## src/rtl/ps2_host_tx_pkg.sv

```systemverilog
// ---------------------------------------------------------------------------
// ps2_host_tx_pkg
// Shared definitions for the PS/2 host-side blocks: FSM state encoding,
// frame length, default timing constants and the parity helper.
// No ports (package).
// ---------------------------------------------------------------------------
package ps2_host_tx_pkg;

   // Host transmitter FSM states
   typedef enum logic [2:0] {
      StIdle    = 3'd0,
      StInhibit = 3'd1,
      StReq     = 3'd2,
      StShift   = 3'd3,
      StWaitRel = 3'd4
   } state_e;

   // Number of device clock falls in one host-to-device frame:
   // 8 data + parity + stop + ACK
   localparam int FRAME_FALLS = 11;

   // Default timings for a 100 MHz system clock
   localparam int DEFAULT_INHIBIT_CYCLES = 12000;
   localparam int DEFAULT_FILTER_LEN     = 19;
   localparam int DEFAULT_TIMEOUT_CYCLES = 1500000;
   localparam int DEFAULT_CNT_W          = 21;

   // Odd parity: the parity bit makes the total count of ones odd
   function automatic logic oddParity(input logic [7:0] data);
      return ~^data;
   endfunction

endpackage

```

## src/rtl/ps2_host_tx_line_filter.sv

```systemverilog
// ---------------------------------------------------------------------------
// ps2_host_tx_line_filter
// Brings one raw asynchronous PS/2 line into the clk_i domain and removes
// short glitches. The filtered output only follows the synchronised input
// once it has shown the new level for FILTER_LEN consecutive samples.
// Shared by the host transmitter and the keyboard receiver.
// Ports:
//   clk_i   system clock
//   rst_ni  synchronous active-low reset (output resets to 1 = idle line)
//   line_i  raw PS/2 line (asynchronous)
//   filt_o  synchronised, debounced line level
// ---------------------------------------------------------------------------
module ps2_host_tx_line_filter
   import ps2_host_tx_pkg::*;
#(
   parameter int FILTER_LEN = DEFAULT_FILTER_LEN
)(
   input  logic clk_i,
   input  logic rst_ni,
   input  logic line_i,
   output logic filt_o
);

   localparam int CntW = (FILTER_LEN > 1) ? $clog2(FILTER_LEN) : 1;

   logic            sync1_q;
   logic            sync2_q;
   logic            filt_q;
   logic [CntW-1:0] cnt_q;

   // Two-flop synchroniser followed by a run-length filter. The counter
   // tracks how many consecutive samples have disagreed with the current
   // filtered level; any agreeing sample restarts the run, so a pulse
   // shorter than FILTER_LEN samples never reaches the output. Idle PS/2
   // lines are high, hence the reset value of 1 throughout.
   always_ff @(posedge clk_i) begin
      if (!rst_ni) begin
         sync1_q <= 1'b1;
         sync2_q <= 1'b1;
         filt_q  <= 1'b1;
         cnt_q   <= '0;
      end else begin
         sync1_q <= line_i;
         sync2_q <= sync1_q;
         if (sync2_q != filt_q) begin
            if (cnt_q == CntW'(FILTER_LEN - 1)) begin
               filt_q <= sync2_q;
               cnt_q  <= '0;
            end else begin
               cnt_q <= cnt_q + CntW'(1);
            end
         end else begin
            cnt_q <= '0;
         end
      end
   end

   assign filt_o = filt_q;

endmodule

```

## src/rtl/ps2_host_tx.sv

```systemverilog
// ---------------------------------------------------------------------------
// ps2_host_tx
// PS/2 host-to-device transmitter. Sends one command byte to the keyboard:
// inhibits the clock, issues request-to-send, shifts 8 data bits LSB first
// plus odd parity and stop on the device's clock falls, then samples the
// device ACK. Lines are open-drain: *_oe_o = 1 pulls the line low.
// Ports:
//   clk_i       system clock (100 MHz)
//   rst_ni      synchronous active-low reset
//   tx_data_i   command byte, sampled only when accepted
//   tx_valid_i  send request; accepted when tx_valid_i & tx_ready_o
//   tx_ready_o  high only while idle
//   kclk_i      raw PS/2 clock line
//   kdata_i     raw PS/2 data line
//   kclk_oe_o   1 = pull PS/2 clock low
//   kdata_oe_o  1 = pull PS/2 data low
//   busy_o      high whenever not idle (receiver ignores the bus then)
//   done_o      one-cycle pulse: byte sent and ACK sampled
//   nack_o      one-cycle pulse with done_o when the ACK bit was 1
//   err_o       one-cycle pulse on timeout (no done_o in that case)
// ---------------------------------------------------------------------------
module ps2_host_tx
   import ps2_host_tx_pkg::*;
#(
   parameter int INHIBIT_CYCLES = DEFAULT_INHIBIT_CYCLES,
   parameter int FILTER_LEN     = DEFAULT_FILTER_LEN,
   parameter int TIMEOUT_CYCLES = DEFAULT_TIMEOUT_CYCLES,
   parameter int CNT_W          = DEFAULT_CNT_W
)(
   input  logic       clk_i,
   input  logic       rst_ni,
   input  logic [7:0] tx_data_i,
   input  logic       tx_valid_i,
   output logic       tx_ready_o,
   input  logic       kclk_i,
   input  logic       kdata_i,
   output logic       kclk_oe_o,
   output logic       kdata_oe_o,
   output logic       busy_o,
   output logic       done_o,
   output logic       nack_o,
   output logic       err_o
);

   logic             kclkFilt;
   logic             kdataFilt;
   logic             kclkFall;
   logic             kclkPrev_q;

   state_e           state_q;
   logic [CNT_W-1:0] timer_q;
   logic [CNT_W-1:0] timerNext_d;
   logic [3:0]       bitCnt_q;
   logic [8:0]       sh_q;
   logic             ack_q;
   logic             kclkOe_q;
   logic             kdataOe_q;
   logic             busy_q;
   logic             txReady_q;
   logic             done_q;
   logic             nack_q;
   logic             err_q;

   ps2_host_tx_line_filter #(
      .FILTER_LEN(FILTER_LEN)
   ) u_kclkFilter (
      .clk_i (clk_i),
      .rst_ni(rst_ni),
      .line_i(kclk_i),
      .filt_o(kclkFilt)
   );

   ps2_host_tx_line_filter #(
      .FILTER_LEN(FILTER_LEN)
   ) u_kdataFilter (
      .clk_i (clk_i),
      .rst_ni(rst_ni),
      .line_i(kdata_i),
      .filt_o(kdataFilt)
   );

   // Falling edge of the filtered device clock, one cycle wide
   assign kclkFall = kclkPrev_q & ~kclkFilt;

   // The timer saturates so a stuck device can never wrap it back into range
   assign timerNext_d = (timer_q == '1) ? timer_q : timer_q + CNT_W'(1);

   // Main FSM with every output registered. The done/err pulses are raised
   // while the FSM is still busy and the return to idle happens on the
   // following edge; this is what keeps a request presented during the
   // pulse cycle from being accepted until one cycle later.
   // During inhibit, data is pulled low one cycle before the clock is let
   // go, so the device sees the start bit already present at release.
   // In SHIFT, bitCnt_q holds the number of falls seen before the current
   // one: falls 1..9 put out data then parity (inverted, since oe=1 means
   // low), fall 10 releases data for the stop bit, fall 11 samples ACK.
   always_ff @(posedge clk_i) begin
      if (!rst_ni) begin
         kclkPrev_q <= 1'b1;
         state_q    <= StIdle;
         timer_q    <= '0;
         bitCnt_q   <= '0;
         sh_q       <= '0;
         ack_q      <= 1'b0;
         kclkOe_q   <= 1'b0;
         kdataOe_q  <= 1'b0;
         busy_q     <= 1'b0;
         txReady_q  <= 1'b1;
         done_q     <= 1'b0;
         nack_q     <= 1'b0;
         err_q      <= 1'b0;
      end else begin
         kclkPrev_q <= kclkFilt;
         done_q     <= 1'b0;
         nack_q     <= 1'b0;
         err_q      <= 1'b0;

         if (state_q != StIdle && (done_q || err_q)) begin
            state_q   <= StIdle;
            kclkOe_q  <= 1'b0;
            kdataOe_q <= 1'b0;
            busy_q    <= 1'b0;
            txReady_q <= 1'b1;
         end else begin
            case (state_q)
               StIdle: begin
                  if (tx_valid_i && txReady_q) begin
                     sh_q      <= {oddParity(tx_data_i), tx_data_i};
                     timer_q   <= '0;
                     state_q   <= StInhibit;
                     kclkOe_q  <= 1'b1;
                     busy_q    <= 1'b1;
                     txReady_q <= 1'b0;
                  end
               end

               StInhibit: begin
                  timer_q <= timerNext_d;
                  if (timer_q == CNT_W'(INHIBIT_CYCLES - 2)) begin
                     kdataOe_q <= 1'b1;
                  end
                  if (timer_q == CNT_W'(INHIBIT_CYCLES - 1)) begin
                     state_q   <= StReq;
                     timer_q   <= '0;
                     kclkOe_q  <= 1'b0;
                     kdataOe_q <= 1'b1;
                  end
               end

               StReq: begin
                  timer_q <= timerNext_d;
                  if (timer_q == CNT_W'(TIMEOUT_CYCLES - 1)) begin
                     err_q     <= 1'b1;
                     kclkOe_q  <= 1'b0;
                     kdataOe_q <= 1'b0;
                  end else begin
                     bitCnt_q <= '0;
                     state_q  <= StShift;
                  end
               end

               StShift: begin
                  timer_q <= timerNext_d;
                  if (timer_q == CNT_W'(TIMEOUT_CYCLES - 1)) begin
                     err_q     <= 1'b1;
                     kclkOe_q  <= 1'b0;
                     kdataOe_q <= 1'b0;
                  end else if (kclkFall) begin
                     bitCnt_q <= bitCnt_q + 4'd1;
                     if (bitCnt_q < 4'(FRAME_FALLS - 2)) begin
                        kdataOe_q <= ~sh_q[0];
                        sh_q      <= {1'b0, sh_q[8:1]};
                     end else if (bitCnt_q == 4'(FRAME_FALLS - 2)) begin
                        kdataOe_q <= 1'b0;
                     end else begin
                        ack_q     <= kdataFilt;
                        kdataOe_q <= 1'b0;
                        state_q   <= StWaitRel;
                     end
                  end
               end

               StWaitRel: begin
                  timer_q <= timerNext_d;
                  if (timer_q == CNT_W'(TIMEOUT_CYCLES - 1)) begin
                     err_q     <= 1'b1;
                     kclkOe_q  <= 1'b0;
                     kdataOe_q <= 1'b0;
                  end else if (kclkFilt && kdataFilt) begin
                     done_q <= 1'b1;
                     nack_q <= ack_q;
                  end
               end

               default: begin
                  state_q   <= StIdle;
                  kclkOe_q  <= 1'b0;
                  kdataOe_q <= 1'b0;
                  busy_q    <= 1'b0;
                  txReady_q <= 1'b1;
               end
            endcase
         end
      end
   end

   assign tx_ready_o = txReady_q;
   assign kclk_oe_o  = kclkOe_q;
   assign kdata_oe_o = kdataOe_q;
   assign busy_o     = busy_q;
   assign done_o     = done_q;
   assign nack_o     = nack_q;
   assign err_o      = err_q;

endmodule
```

## config.mk

```make
export PLATFORM = sky130hd
export DESIGN_NAME = ps2_host_tx
export DESIGN_NICKNAME = d
export VERILOG_FILES = /design/src/rtl/ps2_host_tx_pkg.sv /design/src/rtl/ps2_host_tx_line_filter.sv /design/src/rtl/ps2_host_tx.sv
export SDC_FILE = /design/constraint.sdc
export NUM_CORES = 1
export LEC_CHECK = 0
export CORE_MARGIN = 2
export CORE_UTILIZATION = 59
export DETAILED_ROUTE_END_ITERATION = 7
export PLACE_DENSITY = 0.85
export RECOVER_POWER = 100
export SKIP_LAST_GASP = 1
export SLEW_MARGIN = 25
export SYNTH_ARGS = -nofsm -noshare
export SYNTH_HDL_FRONTEND = slang
export SYNTH_SLANG_ARGS = --single-unit
```

## constraint.sdc

```tcl
create_clock -name clk_i -period 2.4 [get_ports clk_i]
set_input_delay 0.24 -clock clk_i [delete_from_list [all_inputs] [get_ports clk_i]]
set_output_delay 0.24 -clock clk_i [all_outputs]
set_load 0.01 [all_outputs]
```

==> impl.org, run 1 <==
** Synth
- Most frequently used flop master after synthesis :: sky130_fd_sc_hd__dfxtp_1
- The Yosys step of the flow raised 0 warnings.
- Cell area after synthesis :: 3250 um2
- Of all cell types, the one taking the most synthesized area is sky130_fd_sc_hd__dfxtp_1.
- Sequential element share of the synthesized area :: 38.2%
- Count of unique library cells instantiated by Yosys :: 62
- Yosys mapped a number of flops with a built-in enable equal to 0.
- In this run the biggest area consumer among cell types represents 38.2% of the synthesized area.
- After synthesis, the share of flip-flops with an asynchronous set or reset is 0%.
- Cell count after synthesis :: 370
- Avg Synthesized Cell Area :: 8.79 um2
- Net count after synthesis :: 392
- Dominant cells by area after synthesis :: sky130_fd_sc_hd__dfxtp_1, sky130_fd_sc_hd__xnor2_1, sky130_fd_sc_hd__nor2_1
- Register bit total from synthesis :: 62

** STA
- Worst-case setup margin in the final layout :: 0.0803 ns
- On the final layout, the worst hold slack is 0.405 ns.
- After routing, the total negative slack on setup checks comes to 0 ns.
- For the final database, setup skew stands at 0.0101 ns.
- FMAX :: 431 MHz
- Final number of hold-violating endpoints :: 0
- The final count of pins violating max slew is 0.
- In this run the tightest slew margin relative to its limit is 36.2%.
- Subtracting the final worst setup slack from the clock period gives 2.32 ns.
- For the pin with the worst max-slew slack, the measured transition is 0.957 ns.
- Setup-violating endpoint count in the final report :: 0
- Dividing the final minimum period by the clock period gives 96.7%.

** Final layout
- Commonest cells after routing, fill and taps aside :: sky130_fd_sc_hd__dfxtp_1, sky130_fd_sc_hd__nor2_1, sky130_fd_sc_hd__nand3_1
- Fill cell instance count of the final layout :: 433
- Leaving out filler cells and counting taps, the final layout contains 477.
- Count of nets after finishing :: 422
- Leaving out fill and tap cells, the most frequent cell in the layout is sky130_fd_sc_hd__dfxtp_1.
- Summed area of non-filler cells in the final layout :: 3780 um2
- From synthesis to final layout, the design area changed by 16.2%.
- Cells with a size suffix above 1 make up 11.4% of the layout.
- The number of antenna diodes in the final layout is 0.
- Cells fill 69.9% of the core in the end.

** Setup path
- Kind of critical path :: register to register
- The signal on the critical path passes through ha_2 -> nand3_1 -> or4_4 -> o21ai_4 -> a311oi_4 -> buf_4 -> o211a_1.
- Last element of the critical path :: sh_q[6]$_SDFFE_PN0P_
- Max stage delay cell, worst path :: sky130_fd_sc_hd__or4_4
- Critical path data arrival time :: 2.56 ns
- Critical path launch point :: timer_q[0]$_SDFFE_PN0P_
- The worst setup path is launched from a register.
- Category of the worst setup path capture point :: register
- Maximum net fanout on the critical path :: 8
- Measured in cells, the most critical reg-to-reg path has a length of 7.
- The endpoint identified for the worst register-to-register timing path is sh_q[6]$_SDFFE_PN0P_.
- Required time of the worst setup path :: 2.64 ns
- Worst flop-to-flop path startpoint :: timer_q[0]$_SDFFE_PN0P_
- In this design, the stage delay of the slowest critical-path cell is 0.62 ns.
- Across all register-to-register paths, the minimum setup slack is 0.08 ns.

** Global routing
- The first global-routing pass estimated 11.3 mm of wire.
- Summed over all layers, the global routing overflow is 0.
- Across every metal layer, demand over resource in global routing totals 23.0%.
- Largest net degree at the start of global routing :: 24
- The initial antenna violation count is 0.
- Via count of the first global-routing pass :: 2610

** Drt
- After detailed routing, the number of remaining DRC violations is 0.
- Detailed-routing iteration count for the pre-antenna-repair pass :: 4
- In the final routed layout, each cell accounts on average for 14.4 um.
- WL final :: 6.88 mm
- Via count of the routed design :: 2789
- Antenna Nets Post-Route :: 0
- In the routed layout, each cell is associated on average with a via count of 5.85.
- Iteration-0 DRC Markers :: 316

** Status
- The run finished with clean final reports.

** Place
- Post-place setup slack :: 0.0996 ns
- Port Buffers :: 19
- At the end of routability-driven placement, the weighted congestion stood at 0.919.
- Area post-placement :: 3520 um2
- Placed wire-length estimate :: 4.59 mm
- Placed cell count :: 458

** Die
- The die covers 6120 um2.
- The floorplan step set the die width to 78.2 um.
- The initialized floorplan defines 27 standard-cell rows.
- CORE AREA :: 5410 um2
- Vert. Die Dim :: 78.2 um
- Once the floorplan was initialized, standard cells occupied 60.1% of the core.
- Count of boundary I/O pins :: 20

** CTS
- Buffers inserted to repair hold after CTS numbered 0.
- TritonCTS built the clock tree.
- Total CTS buffers :: 9
- Clock latency on the worst-skew pair, taken at its later pin, is 0.35 ns.
- Post-CTS clock slew at the launch and capture registers of the worst setup and hold paths :: 0.07 ns
- Counting every sink on the clock net gives 62.
- The H-tree was split into 3 levels.
- In this run the deepest clock path goes through 2 buffers.
- Clock root buffer master :: sky130_fd_sc_hd__clkbuf_8

** Pwr
- Peak supply drop :: 0.000551 V
- Power Density :: 847 nW/um2
- Total power for the finished layout comes to 3.20 mW.
- Summed over all cells, the static leakage comes to 1.48 nW.

** Job
- Across the run, the number of max-cap violations was 0.

** Hold path
- The worst hold path belongs to the class register to register.
-- synthesized netlist by cell type (3+ instances only) --
cell type	n
sky130_fd_sc_hd__dfxtp_1	62
sky130_fd_sc_hd__nor2_1	49
sky130_fd_sc_hd__nand3_1	32
sky130_fd_sc_hd__nand2_1	30
sky130_fd_sc_hd__xnor2_1	25
sky130_fd_sc_hd__inv_1	12
sky130_fd_sc_hd__nor3_1	11
sky130_fd_sc_hd__o211a_1	11
sky130_fd_sc_hd__nor4_1	10
sky130_fd_sc_hd__ha_1	9
sky130_fd_sc_hd__nand4_1	8
sky130_fd_sc_hd__o21ai_0	8
sky130_fd_sc_hd__xor2_1	8
sky130_fd_sc_hd__nand2b_1	7
sky130_fd_sc_hd__clkbuf_1	6
sky130_fd_sc_hd__a21oi_1	5
sky130_fd_sc_hd__buf_6	5
sky130_fd_sc_hd__and2_1	4
sky130_fd_sc_hd__a211oi_1	3
sky130_fd_sc_hd__a31oi_1	3
sky130_fd_sc_hd__and4_1	3
sky130_fd_sc_hd__buf_2	3
sky130_fd_sc_hd__mux2i_1	3
sky130_fd_sc_hd__or3_1	3
-- critical path: cells and delay by family, from the launching register on --
| kind | cells | cell delay [ns] |
|---|---|---|
| compound gates | 3 | 0.66 |
| fa+ha+maj | 1 | 0.21 |
| buf+inv | 1 | 0.20 |
| flops | 1 | 0.38 |
| simple gates | 2 | 0.76 |
-- state kept, by name, indices dropped and copies added (netlist names), 3 cells and up --
register,count
u_kdataFilter.cnt_q,5
timer_q,21
sh_q,9
bitCnt_q,4
u_kclkFilter.cnt_q,5
state_q,3
-- repair_timing --
item                       4_1_cts  5_1_grt
setup endpoints to repair        0        8
resized for setup                0        4
setup buffers                    0        2
-- layer usage --
layer | vias up | share of wire (%) | global-route usage [%]
li1 | 1381 | - | -
met1 | 1294 | 43 | 29.5
met2 | 102 | 48 | 36.9
met3 | 12 | 7.2 | 5.29
met4 | 0 | 1.4 | 10.5
met5 | - | 0 | 0
-- layout make-up --
| class | count | area, um2 | share of cell area, % |
|---|---|---|---|
| Clock buffer | 10 | 138 | 3.64 |
| Tap cell | 72 | 90.1 | 2.39 |
| Inverter | 12 | 45.0 | 1.19 |
| Clock inverter | 6 | 85.1 | 2.25 |
| Timing Repair Buffer | 35 | 312 | 8.25 |
| Sequential cell | 62 | 1240 | 32.9 |
| Multi-Input combinational cell | 280 | 1860 | 49.3 |
-- cell families after synthesis --
kind of cell    share of synthesized area, %
simple gates                            29.6
flops                                   38.2
compound gates                          13.2
xor+xnor                                8.89
buf+inv                                 5.39
fa+ha+maj                               3.46
mux                                     1.27
-- where the power goes --
group          leakage (nW)  switching [mW]  total [mW]  internal (mW)
combinational         0.867           0.551       0.957          0.406
sequential            0.505          0.0897        1.22           1.13
clock                 0.108           0.411        1.02          0.608
-- how the worst min path moves through the flow --
stage | endpoint | from | cells past startpoint | slack (ns)
after floorplan | u_kclkFilter.sync1_q$_SDFF_PN1_ | kclk_i | 1 | 0.34
after global placement | u_kdataFilter.sync2_q$_SDFF_PN1_ | u_kdataFilter.sync1_q$_SDFF_PN1_ | 1 | 0.39
after detailed placement | u_kclkFilter.sync2_q$_SDFF_PN1_ | u_kclkFilter.sync1_q$_SDFF_PN1_ | 1 | 0.39
after CTS | u_kclkFilter.sync2_q$_SDFF_PN1_ | u_kclkFilter.sync1_q$_SDFF_PN1_ | 1 | 0.41
after global routing | u_kclkFilter.sync2_q$_SDFF_PN1_ | u_kclkFilter.sync1_q$_SDFF_PN1_ | 1 | 0.43
final | u_kclkFilter.sync2_q$_SDFF_PN1_ | u_kclkFilter.sync1_q$_SDFF_PN1_ | 1 | 0.41
Power figures use the tool's default switching activity.
==> inputs of run 2 (changes only) <==
Settings changed: CORE_MARGIN 2 to 4, CORE_UTILIZATION 59 to 60, DONT_BUFFER_PORTS from default to 1, PLACE_DENSITY 0.85 to 0.82.
==> run 2 against run 1 <==
  * Wire length shrank 3.5%
  * Total power shrank 11%
  * Clock power shrank 22%
  * Via count shrank 4.2%
  * Non-clock buffer count shrank 18
  * Design area shrank 7.2%
  * Sequential cell count is the same
  * Largest cell class unchanged
  * Largest power group unchanged
==> impl.org, run 2 (synthesized netlist as in run 1, its figures left out) <==
** STA
- Final clock period utilization by the worst path :: 91.1% (-5.5 points)
- The final count of pins violating max slew came to 0 (unchanged).
- The setup-violating endpoint count in the final report is 0 (unchanged).
- Minimum clock period :: 2.19 ns (-0.133 ns)
- Final number of hold-violating endpoints :: 0 (unchanged)
- FMAX :: 457 MHz (+6.1%)
- The worst-case clock skew came to 0.00842 ns (-0.00165 ns).
- Worst slew margin relative to its limit :: 52.3% (+16 points)
- The setup total negative slack is 0 ns (unchanged).
- Setup repair after global routing left no endpoint under its margin.
- The slew of the pin with the lowest slew margin is 0.716 ns (-0.242 ns).

** Drt
- Average detailed-routed wire length per instance :: 14.6 um (+0.93%)
- Antenna Nets Post-Route :: 0 (unchanged)
- The number of optimization iterations in the first detailed-route pass came to 4 (unchanged).
- Via density :: 5.86 (+0.25%)
- Iteration-0 DRC Markers :: 182 (-42%)
- Via count of the routed design :: 2673 (-4.2%)
- The total DRC errors in the routed layout was 0 (unchanged).
- WL final :: 6.64 mm (-3.5%)

** CTS
- The root buffer cell chosen for the clock tree is sky130_fd_sc_hd__clkbuf_8.
- The clock buffer count from CTS was 9 (unchanged).
- Post-CTS clock slew at the launch and capture registers of the worst setup and hold paths :: 0.07 ns (about the same)
- Total setup buffers inserted after CTS :: 0 (unchanged)
- H-tree depth :: 3 (unchanged)
- TritonCTS built the clock tree.
- Longest Clk Path Bufs :: 2 (unchanged)
- Clock latency on the worst-skew pair :: 0.34 ns (about the same)
- Sinks on Clock Net :: 62 (unchanged)

** Final layout
- Count of nets after finishing :: 403 (-4.5%)
- Layout cells sized above 1 :: 10.6% (-0.74 points)
- Largest Register :: timer_q
- The library cell used most frequently in the layout, excluding fill and tap cells, is sky130_fd_sc_hd__dfxtp_1.
- The largest registers in the layout are timer_q: 21 flops, sh_q: 9 flops.
- Inserted Diodes :: 0 (unchanged)
- Number of flip-flops in the largest register :: 21 (unchanged)
- The final core utilization was 67.7% (-2.1 points).
- The area growth from synthesis to layout is 7.78%.
- Commonest cells after routing, fill and taps aside :: sky130_fd_sc_hd__dfxtp_1, sky130_fd_sc_hd__nor2_1, sky130_fd_sc_hd__nand3_1
- Fill cell instance count of the final layout :: 425 (-1.8%)

** Hold path
- Classification of the worst-slack hold path :: input port to register
- The startpoint identified for the worst hold timing path is rst_ni.
- The path with the worst hold slack has its endpoint at sh_q[1]$_SDFFE_PN0P_.
- The worst hold path cell count came to 1 (unchanged).

** Setup path
- The arrival time at the worst endpoint is 2.42 ns (-0.14 ns).
- Required time of the worst setup path :: 2.63 ns (about the same)
- The critical-path maximum fanout is 17 (+9).
- Reg-to-reg setup timing slack :: 0.21 ns (+0.13 ns)
- The critical path in this run is classified as register to register.
- Worst r2r path cells :: 6 (-1)
- Endpoint of the worst register-to-register path :: sh_q[3]$_SDFFE_PN0P_
- The worst setup path is captured at a register.
- Worst flop-to-flop path startpoint :: timer_q[0]$_SDFFE_PN0P_
- STA classifies the critical path startpoint as a register.

** Die
- The die area was 6660 um2 (+8.8%).
- The die height is 81.6 um (+4.3%).
- The number of cell rows came to 26 (-3.7%).
- Starting density of the core :: 62.8% (+2.7 points)
- Count of boundary I/O pins :: 20 (unchanged)
- Horizontal die dimension :: 81.6 um (+4.3%)
- CORE AREA :: 5170 um2 (-4.3%)

** Global routing
- Initial antenna violation count :: 0 (unchanged)
- The number of global-route vias before repair was 2627 (+0.65%).
- Overall track demand over capacity in global routing :: 22.3% (-0.73 points)
- The residual overflow from global routing was 0 (unchanged).
- The pin count of the biggest net entering global routing came to 26 (+8.3%).
- The wire length of the first global-routing pass was 11.5 mm (+2.1%).

** Job
- The number of max-capacitance violations reported is 0 (unchanged).

** Status
- Status :: finished clean

** Place
- The half-perimeter wire length after placement was 4.78 mm (+4.2%).
- The weighted congestion at the end of routability-driven global placement came to 0.922 (+0.35%).
- Port Buffers :: 0 (-19)

** Pwr
- The worst IR drop on VDD came to 0.000535 V (-3.0%).
- The cell leakage power was 1.34 nW (-9.6%).
- Power Density :: 815 nW/um2 (-3.8%)
[run 2: cell types whose count changed in the layout (fill, tap and decap cells not counted), moves of 2 or more]
cell,delta
sky130_fd_sc_hd__bufinv_16,-2
sky130_fd_sc_hd__clkdlybuf4s50_1,-11
sky130_fd_sc_hd__dfxtp_1,+2
sky130_fd_sc_hd__dfxtp_2,-2
sky130_fd_sc_hd__dlygate4sd3_1,-5
[run 2: worst max-delay path by stage]
stage	startpoint	to	depth (start not counted)
6_report	timer_q[0]$_SDFFE_PN0P_	sh_q[3]$_SDFFE_PN0P_	6
5_1_grt	bitCnt_q[0]$_SDFFE_PN0P_	sh_q[6]$_SDFFE_PN0P_	8
4_1_cts	timer_q[0]$_SDFFE_PN0P_	timer_q[16]$_SDFFE_PN0P_	7
3_5_place_dp	timer_q[0]$_SDFFE_PN0P_	timer_q[16]$_SDFFE_PN0P_	7
3_3_place_gp	timer_q[1]$_SDFFE_PN0P_	bitCnt_q[3]$_SDFFE_PN0P_	7
2_1_floorplan	timer_q[0]$_SDFFE_PN0P_	sh_q[0]$_SDFFE_PN0P_	7
[run 2: routing by layer]
layer,vias to the layer above,track usage (%),wire [um]
li1,1339,-,-
met1,1262,28.5,3130
met4,0,10.8,104
met2,64,35.2,3100
met5,-,0,0
met3,8,5.26,309
[run 2: repair_timing]
action | CTS | global route
endpoints found under the setup margin | 0 | 8
resized for setup | 0 | 2
hold buffers | 3 | 0
endpoints found under the hold margin | 7 | 0
[run 2: final cells by class]
class                      count  area, um2  share of cell area (%)
multi-input combinational    279       1830                    52.3
sequential                    62       1240                    35.4
clock buffer                   9        124                    3.54
timing repair buffer          17        124                    3.54
tap                           70       87.6                    2.50
clock inverter                 7       50.0                    1.43
inverter                      12       45.0                    1.29
[run 2: critical path: stages (launching register included)]
cell and delay, ns:
sky130_fd_sc_hd__dfxtp_1 0.41, sky130_fd_sc_hd__ha_1 0.23, sky130_fd_sc_hd__nand3_1 0.15, sky130_fd_sc_hd__or4_4 0.61, sky130_fd_sc_hd__o21ai_4 0.17, sky130_fd_sc_hd__a311oi_4 0.23
sky130_fd_sc_hd__o211a_1 0.28
[run 2: report_power, final]
| group | total [mW] | internal (mW) | leakage, nW | switching [mW] |
|---|---|---|---|---|
| combinational | 0.854 | 0.332 | 0.752 | 0.522 |
| sequential | 1.20 | 1.13 | 0.504 | 0.0748 |
| clock | 0.795 | 0.374 | 0.0816 | 0.421 |
| total | 2.85 | 1.84 | 1.34 | 1.02 |
[run 2: through the flow]
| step | power [mW] | worst slack, ns | hold slack (ns) | area, um2 | cells |
|---|---|---|---|---|---|
| 2_1_floorplan | 1.92 | 0.370 | 0.341 | 3250 | 370 |
| 3_3_place_gp | 2.05 | 0.258 | 0.319 | 3310 | 437 |
| 3_5_place_dp | 2.08 | 0.172 | 0.320 | 3310 | 437 |
| 4_1_cts | 2.89 | 0.142 | 0.00417 | 3520 | 456 |
| 5_1_grt | 3.02 | 0.0113 | 0.0157 | 3500 | 456 |
| 6_report | 2.85 | 0.213 | 0.0297 | 3500 | 456 |
==> inputs of run 3 (changes only) <==
Settings changed: CAP_MARGIN from default to 5, CORE_MARGIN 4 to default.
==> run 3 against run 2 <==
  * Final cell count shrank 0.22%
  * Sequential power hardly changed
  * Total power shrank 0.14%
  * Critical path type unchanged
  * Register-to-register slack got worse by 0.07 ns
  * Wire length fell by 1.4%
  * Highest routed layer unchanged
  * Non-clock buffer count is 1 lower
  * Die area fell by 14%
  * Maximum frequency decreased by 3.1%
  * Worst hold slack better by 0.0044 ns
  * Core utilization fell by 0.17 points
  * Clock skew fell by 0.0031 ns
==> impl.org, run 3 (synthesized netlist as in run 1, its figures left out) <==
** Global routing
- Largest net degree at the start of global routing :: 26 (unchanged)
- Overall track demand over capacity in global routing :: 24.5% (+2.2 points)
- Wire length of the first global-routing pass :: 10.4 mm (-10%)
- The residual overflow from global routing is 0 (unchanged).
- Via count of the first global-routing pass :: 2333 (-11%)
- The initial antenna violation count was 0 (unchanged).

** Final layout
- P&R area growth vs syn :: 7.51%
- The final-stage net count was 402 (-0.25%).
- Summed area of non-filler cells in the final layout :: 3490 um2 (-0.25%)
- The fraction of final layout cells sized beyond drive strength 1 came to 9.87% (-0.75 points).
- Number of flip-flops in the largest register :: 21 (unchanged)
- Leading registers by flop count :: timer_q: 21 flops, sh_q: 9 flops
- In the layout the commonest cells are sky130_fd_sc_hd__dfxtp_1, sky130_fd_sc_hd__nor2_1, sky130_fd_sc_hd__nand3_1.
- Leaving out fill and tap cells, the most frequent cell in the layout is sky130_fd_sc_hd__dfxtp_1.
- The number of fill cells in the layout came to 391 (-8.0%).
- Largest Register :: timer_q
- The count of inserted antenna diode cells was 0 (unchanged).

** CTS
- The clock tree buffer depth came to 2 (unchanged).
- Clock root buffer master :: sky130_fd_sc_hd__clkbuf_8
- Total CTS buffers :: 9 (unchanged)
- The later-pin clock latency in the skew report is 0.34 ns (about the same).
- The TritonCTS sink count came to 62 (unchanged).
- TritonCTS built the clock tree.
- The clock transition time at the flip-flop clock pins of the worst setup and hold paths was 0.07 ns (about the same).
- The H-tree depth came to 3 (unchanged).

** Setup path
- In this run the critical register-to-register path is launched from timer_q[0]$_SDFFE_PN0P_.
- For this design, the slowest cell found on the critical path is sky130_fd_sc_hd__or4_4.
- Crit path cell chain :: ha_1 -> nand3_1 -> or4_4 -> o21ai_2 -> a311oi_4 -> o211a_1
- The required time of the critical path is 2.64 ns (about the same).
- STA classifies the critical path endpoint as a register.
- Critical path data arrival time :: 2.49 ns (+0.07 ns)
- Logic depth of the worst path, buffers included :: 6 (unchanged)
- Grouping stages by cell kind, the critical path spends the most delay in simple AND/OR/NAND/NOR gates.
- Buffers & Inverters on Critical Path :: 0 (unchanged)
- The critical path ends at sh_q[4]$_SDFFE_PN0P_.
- The worst register-to-register path ends at sh_q[4]$_SDFFE_PN0P_.
- Kind of critical path :: register to register
- The worst reg-to-reg path cell count is 6 (unchanged).
- The worst setup path is launched from a register.
- The largest stage delay on the critical path was 0.61 ns (about the same).
- Critical path launch point :: timer_q[0]$_SDFFE_PN0P_
- Reg-to-reg setup timing slack :: 0.14 ns (-0.07 ns)
- The critical-path maximum fanout was 17 (unchanged).

** Pwr
- Peak supply drop :: 0.000468 V (-12%)
- Power Density :: 816 nW/um2 (+0.11%)
- The cell leakage power came to 1.36 nW (+2.0%).

** Hold path
- Startpoint of the lowest-slack hold path :: rst_ni
- In this run the worst hold path is classified as input port to register.

** Status
- Status :: finished clean

** STA
- Transition at the pin with the smallest max-transition slack :: 0.739 ns (+0.0231 ns)
- The final critical delay including setup and external delays was 2.26 ns (+0.0695 ns).
- The setup-violating endpoint count in the final report is 0 (unchanged).
- The worst hold slack across all endpoints was 0.0342 ns (+0.00441 ns).
- Fin. max-slew vios :: 0 (unchanged)
- Setup repair after global routing missed its margin :: no
- The hold violation count in the final report is 0 (unchanged).
- Final worst clock skew :: 0.00537 ns (-0.00306 ns)
- The highest achievable clock rate was 443 MHz (-3.1%).
- Final clock period utilization by the worst path :: 94.0% (+2.9 points)
- The relative max-transition margin was 50.8% (-1.5 points).
- Setup Total Neg Slack :: 0 ns (unchanged)

** Die
- The die span in x was 75.6 um (-7.4%).
- The number of cell rows came to 26 (unchanged).
- The count of boundary I/O pins was 20 (unchanged).
- Floorplan die area :: 5720 um2 (-14%)
- Vert. Die Dim :: 75.6 um (-7.4%)
- Starting density of the core :: 62.8% (unchanged)
- CORE AREA :: 5170 um2 (unchanged)

** Drt
- Via count of the routed design :: 2698 (+0.94%)
- The starting DRC count in detailed routing came to 282 (+55%).
- Via density :: 5.93 (+1.2%)
- Antenna Nets Post-Route :: 0 (unchanged)
- The sum of routed wire length over all layers came to 6.55 mm (-1.4%).
- Detailed-routing iteration count for the pre-antenna-repair pass :: 5 (+1)
- The total DRC errors in the routed layout came to 0 (unchanged).
- The wire length per cell is 14.4 um (-1.2%).

** Place
- The number of I/O port buffers was 0 (unchanged).
- Weighted congestion reported at the end of routability-driven placement :: 0.886 (-3.9%)
- Placed wire-length estimate :: 4.47 mm (-6.6%)
- Area post-placement :: 3310 um2 (-0.23%)

** Job
- Number of max-cap violations :: 0 (unchanged)
-- run 3: worst min-delay path by stage --
stage	to	slack, ns	cells after the start
finish	sh_q[1]$_SDFFE_PN0P_	0.03	1
global route	sh_q[1]$_SDFFE_PN0P_	0.01	1
CTS	sh_q[1]$_SDFFE_PN0P_	0.02	1
detailed placement	u_kdataFilter.sync1_q$_SDFF_PN1_	0.32	1
global placement	u_kclkFilter.sync1_q$_SDFF_PN1_	0.32	1
floorplan	u_kclkFilter.sync1_q$_SDFF_PN1_	0.34	1
-- run 3: metal layers --
metal | track usage, % | up-vias | share of wire [%]
li1 | - | 1331 | -
met1 | 31.4 | 1231 | 46
met2 | 38.2 | 123 | 45
met3 | 8.47 | 13 | 7.8
met4 | 9.26 | 0 | 1.6
met5 | 0 | - | 0
-- run 3: worst reg2reg max path: stages (launching register included) --
cell and delay (ns):
sky130_fd_sc_hd__dfxtp_1 0.41, sky130_fd_sc_hd__ha_1 0.25, sky130_fd_sc_hd__nand3_1 0.16, sky130_fd_sc_hd__or4_4 0.61
sky130_fd_sc_hd__o21ai_2 0.20, sky130_fd_sc_hd__a311oi_4 0.24, sky130_fd_sc_hd__o211a_1 0.29
-- run 3: layout make-up --
cell class	count	area, um2	area share [%]
Clock inverter	4	22.5	0.644
Tap cell	70	87.6	2.51
Clock buffer	12	145	4.15
Timing Repair Buffer	16	124	3.54
Inverter	12	45.0	1.29
Sequential cell	62	1240	35.5
Multi-Input combinational cell	279	1830	52.3
-- run 3: power by group --
group / internal (mW) / switching, mW
Clock: 0.398 / 0.394
Combinational: 0.334 / 0.499
Sequential: 1.13 / 0.0951
-- run 3: metrics by stage --
| stage | utilization (%) | cells | power, mW | setup slack, ns |
|---|---|---|---|---|
| 6_report | 67.6 | 455 | 2.85 | 0.144 |
| 5_1_grt | 67.6 | 455 | 3.01 | 0.0100 |
| 4_1_cts | 67.7 | 455 | 2.86 | 0.106 |
| 3_5_place_dp | 63.9 | 436 | 2.06 | 0.131 |
| 3_3_place_gp | 63.9 | 436 | 2.04 | 0.262 |
| 2_1_floorplan | - | 370 | 1.92 | 0.370 |
-- run 3: what timing repair did --
item	4_1_cts	5_1_grt
buffers inserted	0	0
gates resized for setup	0	1
hold buffers	3	0
setup endpoints to repair	0	2
hold endpoints to repair	7	0
